$ cat src/rtl/hazard_pkg.sv
// Shared latency encoding for the hazard scoreboard and the decoder that drives id_lat.
package hazard_pkg;

  localparam int HZ_LAT_W = 4;

  typedef logic [HZ_LAT_W-1:0] lat_t;

  // All-ones latency code marks a variable-latency (long unit) result.
  function automatic int lat_long_of(input int w);
    return (1 << w) - 1;
  endfunction

  localparam lat_t LAT_LONG = lat_t'(lat_long_of(HZ_LAT_W));
  localparam lat_t LAT_ALU  = lat_t'(0);
  localparam lat_t LAT_LOAD = lat_t'(1);

endpackage

$ cat src/rtl/hazard_sat_counter.sv
// Saturating up-counter used for the stall and flush performance counters.
module hazard_sat_counter
  import hazard_pkg::*;
#(
  parameter int PERF_W = 32
) (
  input  logic              clk,
  input  logic              reset,
  input  logic              inc,
  output logic [PERF_W-1:0] value
);

  // Holds at all-ones instead of wrapping so long runs never read as small counts.
  always_ff @(posedge clk or negedge reset) begin
    if (!reset) begin
      value <= '0;
    end else if (inc && (value != '1)) begin
      value <= value + PERF_W'(1);
    end
  end

endmodule

$ cat src/rtl/hazard_scoreboard.sv
// Per-register latency scoreboard: stalls ID on unresolved sources or a busy long unit,
// flushes on taken branches, and counts stall/flush cycles.
module hazard_scoreboard
  import hazard_pkg::*;
#(
  parameter  int NUM_REGS = 32,
  parameter  int NUM_SRC  = 2,
  parameter  int LAT_W    = 4,
  parameter  int FWD_EN   = 1,
  parameter  int WB_DIST  = 3,
  parameter  int PERF_W   = 32,
  localparam int RA_W     = $clog2(NUM_REGS)
) (
  input  logic                    clk,
  input  logic                    reset,
  input  logic                    id_valid,
  input  logic [NUM_SRC-1:0]      id_src_valid,
  input  logic [NUM_SRC*RA_W-1:0] id_src,
  input  logic                    id_reg_write,
  input  logic [RA_W-1:0]         id_rd,
  input  logic [LAT_W-1:0]        id_lat,
  input  logic                    branch_taken_ex,
  input  logic                    long_done,
  input  logic [RA_W-1:0]         long_rd,
  output logic                    stall_pc,
  output logic                    stall_if_id,
  output logic                    flush_if_id,
  output logic                    flush_id_ex,
  output logic                    long_busy,
  output logic                    long_err,
  output logic [PERF_W-1:0]       perf_stall,
  output logic [PERF_W-1:0]       perf_flush
);

  localparam logic [LAT_W-1:0] LONG   = LAT_W'(lat_long_of(LAT_W));
  localparam logic [LAT_W-1:0] WB_LAT = (WB_DIST >= lat_long_of(LAT_W)) ?
                                        LAT_W'(lat_long_of(LAT_W) - 1) : LAT_W'(WB_DIST);

  logic [LAT_W-1:0]   cnt [NUM_REGS];
  logic [NUM_SRC-1:0] src_busy;
  logic [LAT_W-1:0]   eff_lat;
  logic               raw_haz;
  logic               struct_haz;
  logic               stall;
  logic               issue;
  logic               long_clear;

  for (genvar i = 0; i < NUM_SRC; i++) begin : g_src
    logic [RA_W-1:0] addr;
    assign addr        = id_src[i*RA_W +: RA_W];
    assign src_busy[i] = id_src_valid[i] & (addr != '0) & (cnt[addr] != '0);
  end

  assign raw_haz    = id_valid & (|src_busy);
  assign struct_haz = id_valid & (id_lat == LONG) & long_busy & ~long_done;
  assign stall      = (raw_haz | struct_haz) & ~branch_taken_ex;
  assign issue      = id_valid & ~stall & ~branch_taken_ex;
  // A completion with nothing outstanding is an error and must not touch the scoreboard.
  assign long_clear = long_done & long_busy;

  // Without forwarding a consumer must wait until the register file has the value.
  always_comb begin
    eff_lat = id_lat;
    if (id_lat != LONG && FWD_EN == 0) begin
      eff_lat = (id_lat > WB_LAT) ? id_lat : WB_LAT;
    end
  end

  for (genvar r = 0; r < NUM_REGS; r++) begin : g_reg
    if (r == 0) begin : g_zero
      assign cnt[r] = '0;
    end else begin : g_live
      logic [LAT_W-1:0] cnt_q;
      logic             wr_hit;
      logic             done_hit;

      assign wr_hit   = issue & id_reg_write & (id_rd == RA_W'(r));
      assign done_hit = long_clear & (long_rd == RA_W'(r)) & (cnt_q == LONG);

      always_ff @(posedge clk or negedge reset) begin
        if (!reset) begin
          cnt_q <= '0;
        end else if (wr_hit) begin
          cnt_q <= eff_lat;
        end else if (done_hit) begin
          cnt_q <= '0;
        end else if (cnt_q != '0 && cnt_q != LONG) begin
          cnt_q <= cnt_q - LAT_W'(1);
        end
      end

      assign cnt[r] = cnt_q;
    end
  end

  // Issuing a new long op wins over a completion in the same cycle.
  always_ff @(posedge clk or negedge reset) begin
    if (!reset) begin
      long_busy <= 1'b0;
    end else if (issue && id_lat == LONG) begin
      long_busy <= 1'b1;
    end else if (long_done) begin
      long_busy <= 1'b0;
    end
  end

  always_ff @(posedge clk or negedge reset) begin
    if (!reset) begin
      long_err <= 1'b0;
    end else if (long_done && !long_busy) begin
      long_err <= 1'b1;
    end
  end

  assign stall_pc    = stall;
  assign stall_if_id = stall;
  assign flush_if_id = branch_taken_ex;
  assign flush_id_ex = stall | branch_taken_ex;

  hazard_sat_counter #(.PERF_W(PERF_W)) u_perf_stall (
    .clk   (clk),
    .reset (reset),
    .inc   (stall),
    .value (perf_stall)
  );

  hazard_sat_counter #(.PERF_W(PERF_W)) u_perf_flush (
    .clk   (clk),
    .reset (reset),
    .inc   (branch_taken_ex),
    .value (perf_flush)
  );

endmodule

$ cat config.mk
export PLATFORM = sky130hd
export DESIGN_NAME = hazard_scoreboard
export DESIGN_NICKNAME = d
export VERILOG_FILES = /design/src/rtl/hazard_pkg.sv /design/src/rtl/hazard_sat_counter.sv /design/src/rtl/hazard_scoreboard.sv
export SDC_FILE = /design/constraint.sdc
export NUM_CORES = 1
export LEC_CHECK = 0
export ABC_AREA = 0
export CAP_MARGIN = 25
export CORE_ASPECT_RATIO = 0.9
export CORE_MARGIN = 3
export CORE_UTILIZATION = 55
export DETAILED_ROUTE_END_ITERATION = 8
export GPL_TIMING_DRIVEN = 1
export PLACE_DENSITY_LB_ADDON = 0.05
export SYNTH_ARGS = -nofsm -noshare
export SYNTH_HDL_FRONTEND = slang
export SYNTH_HIERARCHICAL = 1
export SYNTH_SLANG_ARGS = --single-unit
$ cat constraint.sdc
create_clock -name clk -period 3.8 [get_ports clk]
set_input_delay 0.38 -clock clk [delete_from_list [all_inputs] [get_ports clk]]
set_output_delay 0.38 -clock clk [all_outputs]
set_load 0.1 [all_outputs]
Word level (Yosys, flattened, before mapping)
Index checks and enable logic that the tools add are counted.
{"block": "totals", "out_inout_bits": 70, "ff_bits": 190, "wordCells": 515, "in_bits": 32}
{"block": "classes", "n_bitwise": 113, "n_reduce_logical": 104, "eq_ne": 127, "n_addsub": 33, "mux": 101, "order_cmp": 2}
{"operator": "$mux 4", "count": 97}
{"operator": "$eq 5x5->1 const B", "count": 32}
{"operator": "$reduce_bool 4->1", "count": 33}
{"operator": "$eq 4x4->1 const B", "count": 32}
{"operator": "$ne 4x4->1 const B", "count": 31}
{"operator": "$sub 4x1->4 const B", "count": 31}
{"operator": "$and 1x1->1", "count": 106}
{"operator": "$reduce_bool 3->1", "count": 31}
{"operator": "$eq 5x4->1 const B", "count": 16}
{"operator": "$add 32x1->32 const B", "count": 2}
{"operator": "$ne 32x32->1 const B", "count": 2}
{"operator": "$bmux 4 s5", "count": 2}
{"operator": "$eq 5x3->1 const B", "count": 8}
{"operator": "$logic_and 1x1->1", "count": 35}
{"operator": "$eq 5x2->1 const B", "count": 4}
{"operator": "$ge 6x6->1 const B", "count": 2}
{"operator": "$not 5->6", "count": 2}
{"operator": "$eq 5x1->1 const B", "count": 2}
{"operator": "$reduce_bool 5->1", "count": 2}
{"operator": "$not 1->1", "count": 3}
{"operator": "$mux 1", "count": 2}
{"operator": "$or 1x1->1", "count": 2}
{"operator": "$reduce_bool 2->1", "count": 1}
{"operator": "$reduce_or 2->1", "count": 1}
{"operator": "$logic_not 1->1", "count": 1}

Logic depth before layout (Yosys ltp)
Gate-level depths: netlist of run 1.
{"block": "depth", "depth_word": 16, "depth_mapped": 16, "mapped_depth_nobuf": 12}

Modules after synthesis
The synthesis of run 1 kept the hierarchy.
{"module": "hazard_scoreboard", "n_inst": 1, "seq_area_each_um2": 3153.0, "cells_per_inst": 1094, "area_per_inst_um2": 9808.2}
{"module": "hazard_sat_counter", "n_inst": 2, "seq_area_each_um2": 800.8, "cells_per_inst": 151, "area_per_inst_um2": 1624.1}

Least setup slack after synthesis of run 1
Ideal clock, no wire load.
{"block": "synth_timing", "kind": "in2reg", "start": "input port id_src[0]", "end": "register u_perf_stall.value[29]", "stages": 15, "t_required_ps": 3637, "setup_slack_ps": -425, "t_arrival_ps": 4062, "setup_ps": 163, "path_buffers": 4, "path_cell_list": "clkbuf_1 mux4_2 a21oi_1 a21oi_1 a22o_1 buf_1 clkbuf_1 nand2_1 and2_1 and3_1 nor2b_1 clkbuf_1 nand4_1 nor4_2 xor2_1"}
{"block": "synth_via", "elab_chain_cells": 11, "elab_cells_between_ends": 13, "classes_between": "3 x mux; 6 x bitwise; 4 x reduce/logical"}
{"item": "start, declared", "line": "hazard_scoreboard.sv:18", "rtl": "input logic [NUM_SRC*RA_W-1:0] id_src,"}
{"item": "$not 5->6 (not written as such)", "line": "hazard_scoreboard.sv:51", "rtl": "assign src_busy[i] = id_src_valid[i] & (addr != '0) & (cnt[addr] != '0);"}
{"item": "$bmux 4 s5", "line": "hazard_scoreboard.sv:51"}
{"item": "$mux 4 (not written as such) (2 in a row)", "line": "hazard_scoreboard.sv:51"}
{"item": "$reduce_bool 4->1", "line": "hazard_scoreboard.sv:51"}
{"item": "$and 1x1->1 *", "line": "hazard_scoreboard.sv:51"}
{"item": "$reduce_or 2->1 *", "line": "hazard_scoreboard.sv:54", "rtl": "assign raw_haz = id_valid & (|src_busy);"}
{"item": "$and 1x1->1 *", "line": "hazard_scoreboard.sv:54"}
{"item": "$or 1x1->1 *", "line": "hazard_scoreboard.sv:56", "rtl": "assign stall = (raw_haz | struct_haz) & ~branch_taken_ex;"}
{"item": "$and 1x1->1 *", "line": "hazard_scoreboard.sv:56"}
{"item": "net stall_if_id", "line": "hazard_scoreboard.sv:26", "rtl": "output logic stall_if_id,"}
{"item": "$logic_and 1x1->1 *", "line": "hazard_sat_counter.sv:17", "rtl": "end else if (inc && (value != '1)) begin"}
{"item": "end signal, assigned", "line": "hazard_sat_counter.sv:18", "rtl": "value <= value + PERF_W'(1);"}
{"item": "end, declared", "line": "hazard_sat_counter.sv:10", "rtl": "output logic [PERF_W-1:0] value"}
The timed path passes the listed nets; every way through them passes the cells marked *. The select of a mux whose other input is x is not followed.
A chain may end at the register's enable or synchronous reset.

Worst setup path after layout of run 1
{"block": "layout_timing", "start": "register g_reg[23].g_live.cnt_q[0]", "end": "output port flush_id_ex"}
{"block": "layout_via", "elab_chain_cells": 10, "elab_cells_between_ends": 15, "classes_between": "6 x mux; 6 x bitwise; 3 x reduce/logical"}
{"item": "start, declared", "line": "hazard_scoreboard.sv:73", "rtl": "logic [LAT_W-1:0] cnt_q;"}
{"item": "start signal, assigned", "line": "hazard_scoreboard.sv:84", "rtl": "cnt_q <= eff_lat;"}
{"item": "start signal, assigned", "line": "hazard_scoreboard.sv:88", "rtl": "cnt_q <= cnt_q - LAT_W'(1);"}
{"item": "$bmux 4 s5", "line": "hazard_scoreboard.sv:51"}
{"item": "$mux 4 (not written as such) (2 in a row)", "line": "hazard_scoreboard.sv:51"}
{"item": "$reduce_bool 4->1", "line": "hazard_scoreboard.sv:51"}
{"item": "$and 1x1->1", "line": "hazard_scoreboard.sv:51"}
{"item": "$reduce_or 2->1 *", "line": "hazard_scoreboard.sv:54"}
{"item": "$and 1x1->1 *", "line": "hazard_scoreboard.sv:54"}
{"item": "$or 1x1->1 *", "line": "hazard_scoreboard.sv:56"}
{"item": "$and 1x1->1 *", "line": "hazard_scoreboard.sv:56"}
{"item": "$or 1x1->1 *", "line": "hazard_scoreboard.sv:118", "rtl": "assign flush_id_ex = stall | branch_taken_ex;"}
{"item": "end, declared", "line": "hazard_scoreboard.sv:28", "rtl": "output logic flush_id_ex,"}
Mark *: on every way between the ends. The rest lies on a longest branch, timed or not. The select of a mux whose other input is x is not followed.

==> key figures, run 1 <==
Status
  – Outcome: complete, no violations

Floorplan
  – Effective utilization at floorplan: between 50% and 60%
  – Floorplan core area: ~23000 µm²
  – Die Y: 152 µm
  – I/O pins: ~100
  – Rows: 52
  – Die Width: approximately 170 µm
  – Die area: ~26000 µm²

GRT
  – First-pass GRT wire length: 55200 µm
  – GRT overflow: 0
  – Initial antenna violation count: 0
  – Vias in the first global route: 10600
  – Total Routing Usage GR: a little over a quarter
  – Pin count of the biggest net entering global routing: between 70 and 80

Setup path
  – Reg2Reg Launch Point: g_reg[4].g_live.cnt_q[0]$_DFFE_PN0P_
  – CP startpoint: g_reg[23].g_live.cnt_q[0]$_DFFE_PN0P_
  – CP Capture Type: output pin
  – Setup CP Type: reg -> out
  – Reg2Reg Setup Slack: 0.42 ns
  – CP required: about 3.4 ns
  – Crit path launch type: flip-flop
  – Crit Path Max Fanout: 4
  – CP arrival: approximately 3.1 ns

STA
  – Total negative slack: 0 ns
  – Relative slew slack: ~34%
  – Final period util: 92.5%
  – Slew Viols, Final: 0
  – Worst Tran Pin Value: 0.983 ns
  – Final hold vios: 0
  – Period minus WS final: 3.51 ns
  – Peak Freq: ~280 MHz
  – Final setup vio count: 0
  – RSZ-0062 raised after global routing: false
  – Clk_skew: roughly 0.014 ns

Routing
  – Vias: between 10000 and 15000
  – Iter 0 DRT Violations: 793
  – Routed WL: 33400 µm
  – Pre-antenna DRT Iters: 5
  – Wire per inst: 18.3 µm
  – Routed vias/inst: 5.93
  – Residual DRC: 0
  – Routed Antenna Nets: 0

Clock network
  – Clk pin slew, worst setup/hold paths: ~0.070 ns
  – Root Buffer: clkbuf_16
  – # resized after CTS: 0
  – CTS Buf Count: 17
  – Worst skew pair latency: 0.44 ns
  – CTS tree: done
  – Max clock buf depth: 2
  – Clock sinks: 190
  – H-tree level count: 4

Pwr
  – Total chip power: approximately 11000 µW
  – Pwr dens: just over 700 nW/µm²
  – Leakage power: about 0.0068 µW
  – Peak supply drop: 0.628 mV

Finish
  – Fraction of layout instances using a drive strength above 1: a little over an eighth
  – Area delta synth->final: 16.3%
  – Post-layout nets: roughly 1600
  – Most common cell after layout, fill and taps aside: dfrtp_1
  – Ant diodes: 0
  – Post-layout util: about two thirds
  – Fin area: 15200 µm²
  – Commonest cells after routing, fill and taps aside: 190 x dfrtp_1, 136 x nor2_1, 111 x nand2_1, 96 x clkdlybuf4s50_1, 84 x xnor2_1

Yosys
  – Post-Synthesis Cell Area: between 10000 and 15000 µm²
  – Cell variety after synth: 66
  – Flops & latches, synth: between 150 and 200
  – Yosys warning count: 6
  – Top FF cell, synth: dfrtp_1
  – Mapped Nets: 1492
  – Ys async rst share: 100%
  – Mean Syn Cell Area: between 9 and 10 µm²
  – Post-synth EDFFs: 0
  – Syn Inst Count: between 1000 and 1500
  – Register area share after synthesis: roughly 36%

Placement
  – Buffers on Ports: slightly above 100
  – Routability cong.: between 0.9 and 1
  – DP HPWL: 24300 µm
  – Post-DP Area: ~15000 µm²

Flow run
  – Max-cap violations: 0

Min path
  – Hold Crit Class: in -> async
repair_timing:
item | 4_1_cts | 5_1_grt
setup buffers | 0 | 0
endpoints found under the hold margin | 67 | 0
hold buffers | 1 | 0
registers in the layout, indices dropped and copies added, names as in the netlist:
signal,flops
long_busy,1
u_perf_stall/value,32
g.g_live.cnt_q,124
long_err,1
u_perf_flush/value,32
per-stage QoR:
stage	worst slack (ns)	instances	hold WS, ns
floorplan	0.169	1396	0.0844
global placement	0.285	1793	0.421
detailed placement	0.163	1793	0.421
CTS	0.306	1826	0.507
global route	0.183	1826	0.513
finish	0.285	1826	0.487
Yosys cell counts (14+ instances only):
master | n | area share (%)
a21boi_0 | 26 | 1.5
a21oi_1 | 38 | 1.5
and3_1 | 15 | 0.72
clkbuf_1 | 30 | 0.86
dfrtp_1 | 190 | 36
ha_1 | 64 | 6.1
inv_1 | 75 | 2.2
mux2_2 | 74 | 6.4
mux2i_1 | 71 | 5.4
nand2_1 | 111 | 3.2
nand2b_1 | 20 | 0.96
nand3_1 | 71 | 2.7
nand4_1 | 43 | 2.1
nor2_1 | 136 | 3.9
nor3_1 | 56 | 2.1
nor3_2 | 14 | 1.1
nor4_1 | 43 | 2.1
o21ai_0 | 20 | 0.77
or3_1 | 28 | 1.3
xnor2_1 | 84 | 5.6
xor2_1 | 26 | 1.7
power breakdown:
group | total [µW] | internal (µW) | leakage [µW] | switching [µW]
Sequential | 3800 | 2810 | 0.00237 | 988
Clock | 1780 | 940 | 0.000276 | 840
Combinational | 5250 | 2510 | 0.00411 | 2730
Total | 10800 | 6270 | 0.00675 | 4560
cell type report:
type / count / area [µm²]
clock inverter: 13 / 131
timing repair buffer: 144 / 1380
clock buffer: 19 / 443
tap: 297 / 372
inverter: 76 / 285
fill: 1907 / 7710
multi-input combinational: 1087 / 7830
sequential: 190 / 4750
worst paths after layout:
check                                                     end  cells after the start
max                                               flush_id_ex                      9
min                        u_perf_flush/value[27]$_DFFE_PN0P_                      2
max reg2reg                u_perf_stall/value[22]$_DFFE_PN0P_                     13
min reg2reg                u_perf_flush/value[31]$_DFFE_PN0P_                      1
max in group asynchronous   u_perf_stall/value[1]$_DFFE_PN0P_                      3
min in group clk           u_perf_flush/value[31]$_DFFE_PN0P_                      1
cells by family after synthesis:
group / count (synthesis) / share of synthesized area (%)
AOI/OAI and AO/OA: 146 / 7.70
xor gates and xnor gates: 110 / 7.38
adders and majority gates: 64 / 6.13
buffers and inverters: 119 / 3.67
DFF: 190 / 36.4
muxes: 161 / 14.0
and+or+nand+nor: 606 / 24.7
worst max-delay path, stage by stage, from the launching register on:
cell     delay, ns
dfrtp_1       0.42
nor4_1        0.63
mux2i_1       0.20
a32o_1        0.29
o21ai_0       0.27
a22o_1        0.23
nand2_1       0.10
buf_4         0.17
a21o_1        0.22
buf_12        0.18
layer usage:
| layer | routed length [µm] | GRT usage [%] | share of wire, % | vias to the layer above |
|---|---|---|---|---|
| met5 | 0 | 0 | 0 | - |
| met4 | 470 | 5.84 | 1.4 | 0 |
| met3 | 2090 | 4.41 | 6.2 | 37 |
| met2 | 15700 | 43.5 | 47 | 333 |
| met1 | 15100 | 36.9 | 45 | 5231 |
| li1 | - | - | - | 5232 |
No activity file was read; power rests on OpenSTA's default activity.
==> inputs of run 2 (changes only) <==
--- a/config.mk
+++ b/config.mk
@@ -11,6 +11,7 @@
 export CORE_MARGIN = 3
 export CORE_UTILIZATION = 55
 export DETAILED_ROUTE_END_ITERATION = 8
+export GPL_ROUTABILITY_DRIVEN = 1
 export GPL_TIMING_DRIVEN = 1
 export PLACE_DENSITY_LB_ADDON = 0.05
 export SYNTH_ARGS = -nofsm -noshare
==> results of run 2 <==
The final DEF is identical to that of run 1; final timing and power are the same.
==> inputs of run 3 (changes only) <==
--- a/config.mk
+++ b/config.mk
@@ -9,12 +9,11 @@
 export CAP_MARGIN = 25
 export CORE_ASPECT_RATIO = 0.9
 export CORE_MARGIN = 3
-export CORE_UTILIZATION = 55
+export CORE_UTILIZATION = 54
 export DETAILED_ROUTE_END_ITERATION = 8
 export GPL_ROUTABILITY_DRIVEN = 1
 export GPL_TIMING_DRIVEN = 1
 export PLACE_DENSITY_LB_ADDON = 0.05
 export SYNTH_ARGS = -nofsm -noshare
 export SYNTH_HDL_FRONTEND = slang
-export SYNTH_HIERARCHICAL = 1
 export SYNTH_SLANG_ARGS = --single-unit
==> constraint.sdc (replaced) <==
create_clock -name clk -period 2.9 [get_ports clk]
set_input_delay 0.29 -clock clk [delete_from_list [all_inputs] [get_ports clk]]
set_output_delay 0.29 -clock clk [all_outputs]
set_load 0.1 [all_outputs]
==> key figures, run 3 <==
Finish
  – Most flop-heavy register: g.g_live.cnt_q
  – Area delta synth->final: 29.2%
  – Commonest cells after routing, fill and taps aside: 235 x nand2_1, 218 x buf_4, 158 x dfrtp_1, 112 x inv_1, 88 x nand3_1
  – Post-layout nets: 1824 (+13%)
  – Max FFs per register: 124 (unchanged)
  – Ant diodes: 0 (unchanged)
  – Most common cell after layout, fill and taps aside: nand2_1
  – Fraction of layout instances using a drive strength above 1: 24.2% (+11 points)
  – Regs by FF count: g.g_live.cnt_q: 124 flops, u_perf_flush.value: 32 flops, u_perf_stall.value: 32 flops
  – Post-layout util: 71.9% (+5.6 points)

Clock network
  – Worst skew pair latency: 0.45 ns (about the same)
  – CTS Buf Count: 17 (unchanged)
  – CTS tree: done
  – Max clock buf depth: 2 (unchanged)
  – H-tree level count: 4 (unchanged)
  – Clock sinks: 190 (unchanged)
  – Root Buffer: clkbuf_16
  – Clk pin slew, worst setup/hold paths: 0.07 ns (about the same)

STA
  – Peak Freq: 302 MHz
  – Period minus WS final: between 3 and 4 ns
  – Final setup vio count: 151 (+151)
  – Slew Viols, Final: 0 (unchanged)
  – Relative slew slack: 52.0% (+18 points)
  – WHS: 0.369 ns (-0.117 ns)
  – Final hold vios: 0 (unchanged)
  – Clk_skew: 0.0126 ns (-0.00117 ns)
  – Final worst slack: -0.416 ns (-0.702 ns)
  – RSZ-0062 raised after global routing: true
  – Worst Tran Pin Value: 0.713 ns (-0.270 ns)
  – Total negative slack: -28.65 ns (-28.65 ns)
  – Final period util: 114%

Routing
  – Routed vias/inst: 5.71 (-3.7%)
  – Wire per inst: 17.5 µm (-4.6%)
  – Vias: 11600 (+7.4%)
  – Pre-antenna DRT Iters: 5 (unchanged)
  – Iter 0 DRT Violations: 799 (+0.76%)
  – Residual DRC: 0 (unchanged)
  – Routed WL: 35600 µm (+6.5%)
  – Routed Antenna Nets: 0 (unchanged)

Yosys
  – Syn Inst Count: 1453 (+4.1%)
  – Top-area cell type share of the netlist area: 37.5% (+1.1 points)
  – Yosys warning count: 0 (-6)
  – Synth top area cells: dfrtp_1 38%, nand2_1 7.2%, ha_1 6.3%
  – Flops & latches, synth: 190 (unchanged)
  – Top FF cell, synth: dfrtp_1
  – Cell variety after synth: 68 (+3.0%)
  – Register area share after synthesis: 37.5% (+1.1 points)
  – Post-Synthesis Cell Area: 12700 µm² (-3.0%)
  – Post-synth top area cell: dfrtp_1
  – Mapped Nets: 1549 (+3.8%)
  – Top cells by count, synth: 244 x nand2_1, 190 x dfrtp_1, 112 x inv_1
  – Ys async rst share: 100% (unchanged)
  – Count leader, synth: nand2_1
  – Post-synth EDFFs: 0 (unchanged)
  – Mean Syn Cell Area: 8.72 µm² (-6.8%)

Setup path
  – Reg2Reg Setup Slack: -0.38 ns (-0.80 ns)
  – CP required: 2.61 ns (-0.81 ns)
  – Crit Path Max Fanout: 2 (-2)
  – Worst R2R End: g_reg[15].g_live.cnt_q[2]$_DFFE_PN0P_
  – CP arrival: 3.03 ns (-0.10 ns)
  – Reg2Reg Launch Point: g_reg[26].g_live.cnt_q[0]$_DFFE_PN0P_
  – CP Capture Point: flush_id_ex
  – Crit path launch type: flip-flop
  – CP Capture Type: output pin
  – Setup CP Type: reg -> out
  – CP startpoint: g_reg[26].g_live.cnt_q[0]$_DFFE_PN0P_
  – R2R depth: 14 (+1)

Pwr
  – Pwr dens: 881 nW/µm² (+24%)
  – Peak supply drop: 0.972 mV (+55%)
  – Leakage power: 0.00752 µW (+11%)

Placement
  – Dpl ws: -0.319 ns (-0.481 ns)
  – Buffers on Ports: 101 (unchanged)
  – Routability cong.: 0.948 (+2.6%)
  – DP HPWL: 25500 µm (+4.8%)

GRT
  – Vias in the first global route: 11400 (+7.1%)
  – First-pass GRT wire length: 57400 µm (+3.8%)
  – Initial antenna violation count: 1 (+1)
  – Pin count of the biggest net entering global routing: 71 (unchanged)
  – Total Routing Usage GR: 28.1% (+1.7 points)
  – GRT overflow: 0 (unchanged)

Floorplan
  – I/O pins: 102 (unchanged)
  – Die area: 25300 µm² (-1.1%)
  – Floorplan core area: 22800 µm² (-0.57%)
  – Effective utilization at floorplan: 55.6% (-1.4 points)
  – Rows: 52 (unchanged)
  – Die Width: 167 µm (-0.56%)
  – Die Y: 151 µm (-0.56%)

Flow run
  – Max-cap violations: 0 (unchanged)

Status
  – Failing checks: setup timing
  – Outcome: finished, violations left

Min path
  – Hold Crit Class: in -> async
run 3: cell types whose count changed in the layout (fill, tap and decap cells not counted), moves of 26 or more:
cell             change
buf_4              +176
nand2_1            +124
mux2_2              -72
nor2_1              -72
o21ai_1             +71
clkdlybuf4s50_1     -66
mux2i_1             -42
inv_1               +38
dfrtp_1             -32
nand4_1             -31
dfrtp_2             +28
buf_6               +26
or3_1               -26
run 3: worst min-delay path by stage:
stage,cells past startpoint,slack (ns),endpoint,startpoint
after CTS,2,0.39,g_reg[28].g_live.cnt_q[3]$_DFFE_PN0P_,reset
after floorplan,0,-0.006,g_reg[10].g_live.cnt_q[0]$_DFFE_PN0P_,reset
final,2,0.37,g_reg[28].g_live.cnt_q[3]$_DFFE_PN0P_,reset
after global placement,1,0.29,g_reg[28].g_live.cnt_q[3]$_DFFE_PN0P_,reset
after global routing,2,0.42,g_reg[29].g_live.cnt_q[0]$_DFFE_PN0P_,reset
after detailed placement,1,0.29,g_reg[28].g_live.cnt_q[3]$_DFFE_PN0P_,reset
run 3: timing repair:
item	CTS	global route
gates resized for setup	18	152
hold buffers	1	0
endpoints found under the hold margin	55	0
endpoints found under the setup margin	152	159
pin swaps	8	27
cloned	2	0
setup buffers	5	12
run 3: where the power goes:
part | leakage (µW) | switching [µW] | internal (µW)
sequential | 0.00232 | 864 | 3630
combinational | 0.00492 | 4230 | 3420
clock | 0.000274 | 1150 | 1130
total | 0.00752 | 6240 | 8180
run 3: layout make-up:
type / count / area, µm²
Multi-Input combinational cell: 1117 / 7720
Clock buffer: 18 / 429
Sequential cell: 190 / 4800
Timing Repair Buffer: 288 / 2500
Fill cell: 1750 / 6400
Clock inverter: 14 / 120
Tap cell: 297 / 372
Inverter: 114 / 433
run 3: routing by layer:
| metal | part of all wire [%] | up-vias | GRT usage, % |
|---|---|---|---|
| met3 | 5.3 | 70 | 4.57 |
| met5 | 0.037 | - | 0 |
| met1 | 44 | 5525 | 37.5 |
| li1 | - | 5705 | - |
| met4 | 3.2 | 2 | 10.6 |
| met2 | 47 | 336 | 46.5 |
run 3: critical path, cell delays in order (launching register included):
cell	delay, ns
dfrtp_1	0.41
nor4_4	0.31
buf_4	0.18
mux4_2	0.22
nor2_1	0.04
nor4_1	0.26
and4bb_2	0.30
buf_6	0.12
a211o_4	0.33
a21o_1	0.21
buf_12	0.18
run 3: cell families after synthesis:
logic type	after synthesis	share of synthesized area, %
and+or+nand+nor	628	26.7
buffers and inverters	148	4.71
AOI/OAI and AO/OA	291	14.9
xor gates and xnor gates	93	6.43
adders and majority gates	64	6.32
muxes	39	3.45
DFF	190	37.5
run 3: stage by stage:
step / instance area [µm²] / std cells / total power, µW
floorplan: 12800 / 1453 / 9440
finish: 16400 / 2038 / 14400
CTS: 15900 / 2027 / 14100
global placement: 15200 / 1986 / 11400
global route: 16400 / 2038 / 15600
detailed placement: 15200 / 1987 / 11700
